==> src/rtl/param_alu_pkg.sv <==
// param_alu_pkg: shared opcode and FSM state types for the parameterised ALU.
package param_alu_pkg;

   localparam int unsigned OPCODE_W = 2;

   typedef enum logic [OPCODE_W-1:0] {
      OP_ADD = 2'b00,
      OP_SUB = 2'b01,
      OP_MUL = 2'b10,
      OP_ACC = 2'b11
   } op_e;

   typedef enum logic [1:0] {
      IDLE = 2'b00,
      OPB  = 2'b01,
      EXEC = 2'b10,
      DONE = 2'b11
   } state_e;

endpackage

==> src/rtl/param_alu_core.sv <==
// param_alu_core: combinational arithmetic for param_alu.
// Produces the raw (optionally saturated) result and overflow flag for one
// opcode. The ACC opcode adds like ADD only when PARAM_ALU_ACC_EN is defined;
// otherwise it yields zero result and no overflow.
module param_alu_core
   import param_alu_pkg::*;
#(
   parameter int unsigned DATA_WIDTH = 8,
   parameter int unsigned SATURATE   = 0
) (
   input  op_e                   op_i,
   input  logic [DATA_WIDTH-1:0] a_i,
   input  logic [DATA_WIDTH-1:0] b_i,
   output logic [DATA_WIDTH-1:0] res_o,
   output logic                  ov_o
);

   localparam int unsigned W = DATA_WIDTH;

   logic [W:0]     sum;
   logic [W:0]     diff;
   logic [2*W-1:0] prod;

   // Evaluate all three arithmetic forms, then select and clamp by opcode
   always_comb begin
      sum   = {1'b0, a_i} + {1'b0, b_i};
      diff  = {1'b0, a_i} - {1'b0, b_i};
      prod  = {{W{1'b0}}, a_i} * {{W{1'b0}}, b_i};
      res_o = '0;
      ov_o  = 1'b0;
      case (op_i)
         OP_ADD: begin
            res_o = sum[W-1:0];
            ov_o  = sum[W];
            if ((SATURATE != 0) && sum[W]) res_o = '1;
         end
         OP_SUB: begin
            // the extra MSB of the widened difference is the borrow (A < B)
            res_o = diff[W-1:0];
            ov_o  = diff[W];
            if ((SATURATE != 0) && diff[W]) res_o = '0;
         end
         OP_MUL: begin
            res_o = prod[W-1:0];
            ov_o  = |prod[2*W-1:W];
            if ((SATURATE != 0) && ov_o) res_o = '1;
         end
         OP_ACC: begin
`ifdef PARAM_ALU_ACC_EN
            res_o = sum[W-1:0];
            ov_o  = sum[W];
            if ((SATURATE != 0) && sum[W]) res_o = '1;
`else
            res_o = '0;
            ov_o  = 1'b0;
`endif
         end
         default: begin
            res_o = '0;
            ov_o  = 1'b0;
         end
      endcase
   end

endmodule

==> src/rtl/param_alu.sv <==
// param_alu: two-operand (ADD/SUB/MUL) and single-operand (ACC) ALU with a
// command FSM IDLE -> OPB -> EXEC -> DONE. ACC skips OPB.
// Optional feature macro: PARAM_ALU_ACC_EN adds the accumulator register and
// makes ACC compute acc + A; without it ACC returns zero.
// DATA_WIDTH legal range 4..32.
module param_alu
   import param_alu_pkg::*;
#(
   parameter int unsigned DATA_WIDTH = 8,
   parameter int unsigned SATURATE   = 0
) (
   input  logic                  clk,
   input  logic                  reset_n,
   input  logic                  opcode_valid,
   input  logic [1:0]            opcode,
   input  logic [DATA_WIDTH-1:0] data,
   output logic                  done,
   output logic [DATA_WIDTH-1:0] result,
   output logic                  overflow,
   output logic                  busy
);

   state_e                state_q;
   op_e                   op_q;
   logic [DATA_WIDTH-1:0] a_q;
   logic [DATA_WIDTH-1:0] b_q;
   logic [DATA_WIDTH-1:0] result_q;
   logic                  overflow_q;
   logic                  done_q;
   logic                  busy_q;

   logic [DATA_WIDTH-1:0] opb_d;
   logic [DATA_WIDTH-1:0] res_d;
   logic                  ov_d;

`ifdef PARAM_ALU_ACC_EN
   logic [DATA_WIDTH-1:0] acc_q;

   // ACC takes its second operand from the accumulator instead of B
   always_comb opb_d = (op_q == OP_ACC) ? acc_q : b_q;
`else
   // Second operand is always the latched B
   always_comb opb_d = b_q;
`endif

   param_alu_core #(
      .DATA_WIDTH (DATA_WIDTH),
      .SATURATE   (SATURATE)
   ) u_core (
      .op_i  (op_q),
      .a_i   (a_q),
      .b_i   (opb_d),
      .res_o (res_d),
      .ov_o  (ov_d)
   );

   // Command FSM with operand latches and registered outputs
   always_ff @(posedge clk) begin
      if (!reset_n) begin
         state_q    <= IDLE;
         op_q       <= OP_ADD;
         a_q        <= '0;
         b_q        <= '0;
         result_q   <= '0;
         overflow_q <= 1'b0;
         done_q     <= 1'b0;
         busy_q     <= 1'b0;
`ifdef PARAM_ALU_ACC_EN
         acc_q      <= '0;
`endif
      end else begin
         done_q <= 1'b0;
         case (state_q)
            IDLE, DONE: begin
               if (opcode_valid) begin
                  op_q   <= op_e'(opcode);
                  a_q    <= data;
                  busy_q <= 1'b1;
                  state_q <= (op_e'(opcode) == OP_ACC) ? EXEC : OPB;
               end else begin
                  busy_q  <= 1'b0;
                  state_q <= IDLE;
               end
            end
            OPB: begin
               b_q     <= data;
               busy_q  <= 1'b1;
               state_q <= EXEC;
            end
            EXEC: begin
               result_q   <= res_d;
               overflow_q <= ov_d;
               done_q     <= 1'b1;
               busy_q     <= 1'b0;
               state_q    <= DONE;
`ifdef PARAM_ALU_ACC_EN
               if (op_q == OP_ACC) acc_q <= res_d;
`endif
            end
            default: begin
               busy_q  <= 1'b0;
               state_q <= IDLE;
            end
         endcase
      end
   end

   assign done     = done_q;
   assign result   = result_q;
   assign overflow = overflow_q;
   assign busy     = busy_q;

endmodule

==> config.mk <==
export PLATFORM = sky130hd
export DESIGN_NAME = param_alu
export DESIGN_NICKNAME = d
export VERILOG_FILES = /design/src/rtl/param_alu_pkg.sv /design/src/rtl/param_alu_core.sv /design/src/rtl/param_alu.sv
export SDC_FILE = /design/constraint.sdc
export NUM_CORES = 1
export LEC_CHECK = 0
export ABC_CLOCK_PERIOD_IN_PS = 11600
export BUFFER_PORTS_ARGS = -buffer_cell sky130_fd_sc_hd__buf_2
export CORE_MARGIN = 2
export CORE_UTILIZATION = 60
export CTS_BUF_LIST = sky130_fd_sc_hd__clkbuf_4 sky130_fd_sc_hd__clkbuf_8 sky130_fd_sc_hd__clkbuf_16
export CTS_CLUSTER_SIZE = 20
export DETAILED_ROUTE_END_ITERATION = 12
export HOLD_SLACK_MARGIN = 0.03
export PLACE_DENSITY = 0.79
export SLEW_MARGIN = 20
export SYNTH_ARGS = -nofsm -noshare
export SYNTH_HDL_FRONTEND = slang
export SYNTH_SLANG_ARGS = --single-unit
==> constraint.sdc <==
create_clock -name clk -period 11.6 [get_ports clk]
set_input_delay 2.32 -clock clk [delete_from_list [all_inputs] [get_ports clk]]
set_output_delay 2.32 -clock clk [all_outputs]
set_load 0.05 [all_outputs]
==> results.md <==
- Core box area: 0.00668 mm²
- IO buf count: 23
- Static Leak: 2.07 nW
- Total chip power: 0.381 mW
- R2R Path End: overflow
- Width of the die: 86.4 µm
- Fillcell total: 578
- Crit-path slowest cell: fa_1
- Die height: 86.4 µm
- Fin area: 0.00434 mm²
- Die area: 0.00746 mm²
- HPWL after DPL: 7.51 mm
- Unique masters post-synth: 51
- Worst slew pin tran: 0.661 ns
- Final setup viols: 0
- Final hold vios: 0
- Period utilization: 0.412
- First-pass GRT wire length: 15.8 mm
- Synth area leaders: fa_1, ha_1, dfxtp_1
- Final nets: 612
- Net Count, Synth: 597
- Avg Cell Area, Syn: 8.27 µm²
- Clk_skew: 0.0101 ns
- Vias in the first global route: 3,416
- Root buf cell: clkbuf_8
- Maximum buffer depth of the clock tree: 2
- CTS tree: built
- Hold_buf cts: 0
- Fin crit period: 4.78 ns
- Slew headroom: 0.559
- Per-cell routed wire length: 16.1 µm
- Vias: 3,421
- Clock sinks: 31
- Clock transition at the registers of the reported paths: 0.08 ns
- Hold Path Sink: result[2]
- Max Fanout on Critical Path: 10
- Skew-Pair Late Insertion Delay: 0.29 ns
- Rows: 30
- Post-synth top area cell: fa_1
- Ant diodes: 0
- Detail Route Antenna Nets: 0
- Area delta synth->final: 6.55%
- Kind of critical path: register to register
- Fin. max-slew vios: 0
- Synth cell count leaders: inv_1, ha_1, nand2_1, fa_1, dfxtp_1
- Via density: 5.82
- Mapped cell area: 0.00407 mm²
- Share of the synthesized area in the top cell type: 0.187
- Crit. End Element: register
- Post-synthesis register bit count: 31
- GP Congestion: 0.887
- Sequential element share of the synthesized area: 0.152
- CP startpoint kind: register
- Drt drc: 0
- Starting density of the core: 0.609
- Pre-Repair DR Iteration Count: 4
- Hold Path Class: register to register
- Share of cells above drive strength 1: 0.0768
- Initial antenna violation count: 0
- Final wirelength: 9.49 mm
- CP required: 11.78 ns
- GR Overflow Total: 0
- Largest net degree at the start of global routing: 32
- Ports: 24
- Initial drt markers: 252
- Postcts setup bufs: 0
- Main synth FF type: dfxtp_1
- Reg2reg path depth: 15
- Fmax: 0.209 GHz
- Synth warn: 0
- CP Cell Sequence: ha_1, fa_1, inv_1, fa_1, fa_1, fa_1, inv_1, ha_1, nor3b_1, nor4_2, o2111ai_1, a2111oi_2, nand4_1, nor4_1, o21ai_1
- RR Startpoint: a_q[4]
- CTS resizes: 0
- Maximum vdd drop: 0.0933 mV
- CTS Buf Count: 5
- Min-delay src: result[2]
- Post-route setup TNS: 0 ns
- H-tree levels: 2
- Cell Area, Placed: 0.00422 mm²
- Asr flop ratio synth: 0
- Number of synthesized flops with an enable pin: 0
- Synth Instances: 492
- Total track usage: 0.269
- Min-Delay Path Depth: 1
- Most common cell on crit path: fa_1
- Outcome: finished, final reports clean
- Unrepaired setup endpoints after global routing: false
- Crit path largest cell delay: 0.54 ns
- Count leader, synth: inv_1
- Worst path arrival time: 4.96 ns
- Max-cap viol count: 0
- Pwr Density: 87.9 mW/mm²
- R2r setup slk: 6.82 ns
==> cell usage in the layout, fill, tap and decap left out, drive strengths merged, types with 4 or more instances in the layout <==
cell,n
nand2b,4
nor2b,16
inv,74
a21oi,25
a21boi,13
mux2i,14
dfxtp,31
and2,30
nor3b,5
a31oi,6
xnor2,5
xor2,5
clkbuf,5
nor2,21
fa,38
o21bai,6
buf,23
o21ai,24
ha,54
nand3,5
a211oi,5
nand2,54
nor3,8
o211ai,5
==> per-layer routing <==
layer / routed length [µm] / GRT usage
met5: 0 / 0
met4: 280 / 0.0881
met3: 485 / 0.0429
met2: 4690 / 0.465
met1: 4030 / 0.343
==> kinds of logic (layout without fill, tap and decap cells) <==
logic type               Yosys count  in the layout  share of synthesized area
flip-flops                        31             31                      0.152
multiplexers                      14             14                     0.0344
XOR/XNOR                          10             10                     0.0215
AND/OR/NAND/NOR                  157            157                      0.198
adder cells (fa/ha/maj)           92             92                      0.353
AO/OA/AOI/OAI                     99             99                      0.158
buffers and inverters             89            105                     0.0833
==> flip-flops by register name (all words and copies together) (netlist names) <==
signal and count:
b_q 8, done 1, op_q 2, state_q 2, busy 1, result 8, a_q 8, overflow 1
==> metrics by stage <==
stage / setup slack, ns / utilization / hold WS, ns / cells
2_1_floorplan: 7.21 / - / 0.477 / 492
3_3_place_gp: 7.03 / 0.632 / 0.457 / 580
3_5_place_dp: 6.86 / 0.632 / 0.470 / 580
4_1_cts: 6.87 / 0.649 / 0.488 / 588
5_1_grt: 6.48 / 0.649 / 0.515 / 588
6_report: 6.82 / 0.649 / 0.483 / 588
==> report_power, final <==
| group | total [mW] | internal [mW] | switching, mW | leakage, nW |
|---|---|---|---|---|
| sequential | 0.137 | 0.118 | 0.0188 | 0.254 |
| combinational | 0.133 | 0.0502 | 0.0828 | 1.76 |
| clock | 0.112 | 0.0640 | 0.0477 | 0.0581 |
==> critical path, delay by kind of cell, from the launching register on <==
kind / cells / cell delay [ns]
fa+ha+maj: 6 / 2.66
compound gates: 3 / 0.49
flops: 1 / 0.51
buf+inv: 2 / 0.12
simple gates: 4 / 0.88
==> area by class of cell <==
cell class / count / area [µm²] / area share
multi-input combinational: 372 / 3110 / 0.717
sequential: 31 / 621 / 0.143
inverter: 74 / 278 / 0.0641
clock inverter: 3 / 43.8 / 0.0101
timing repair buffer: 23 / 115 / 0.0265
tap: 80 / 100 / 0.0231
clock buffer: 5 / 68.8 / 0.0159
==> how the worst max path moves through the flow <==
stage / startpoint / slack (ns) / end
finish: a_q[4] / 6.82 / overflow
global route: a_q[4] / 6.48 / overflow
CTS: a_q[4] / 6.87 / overflow
detailed placement: a_q[4] / 6.86 / overflow
global placement: b_q[7] / 7.03 / overflow
floorplan: b_q[7] / 7.21 / overflow
Note: power is estimated with default switching activity, not from simulation.
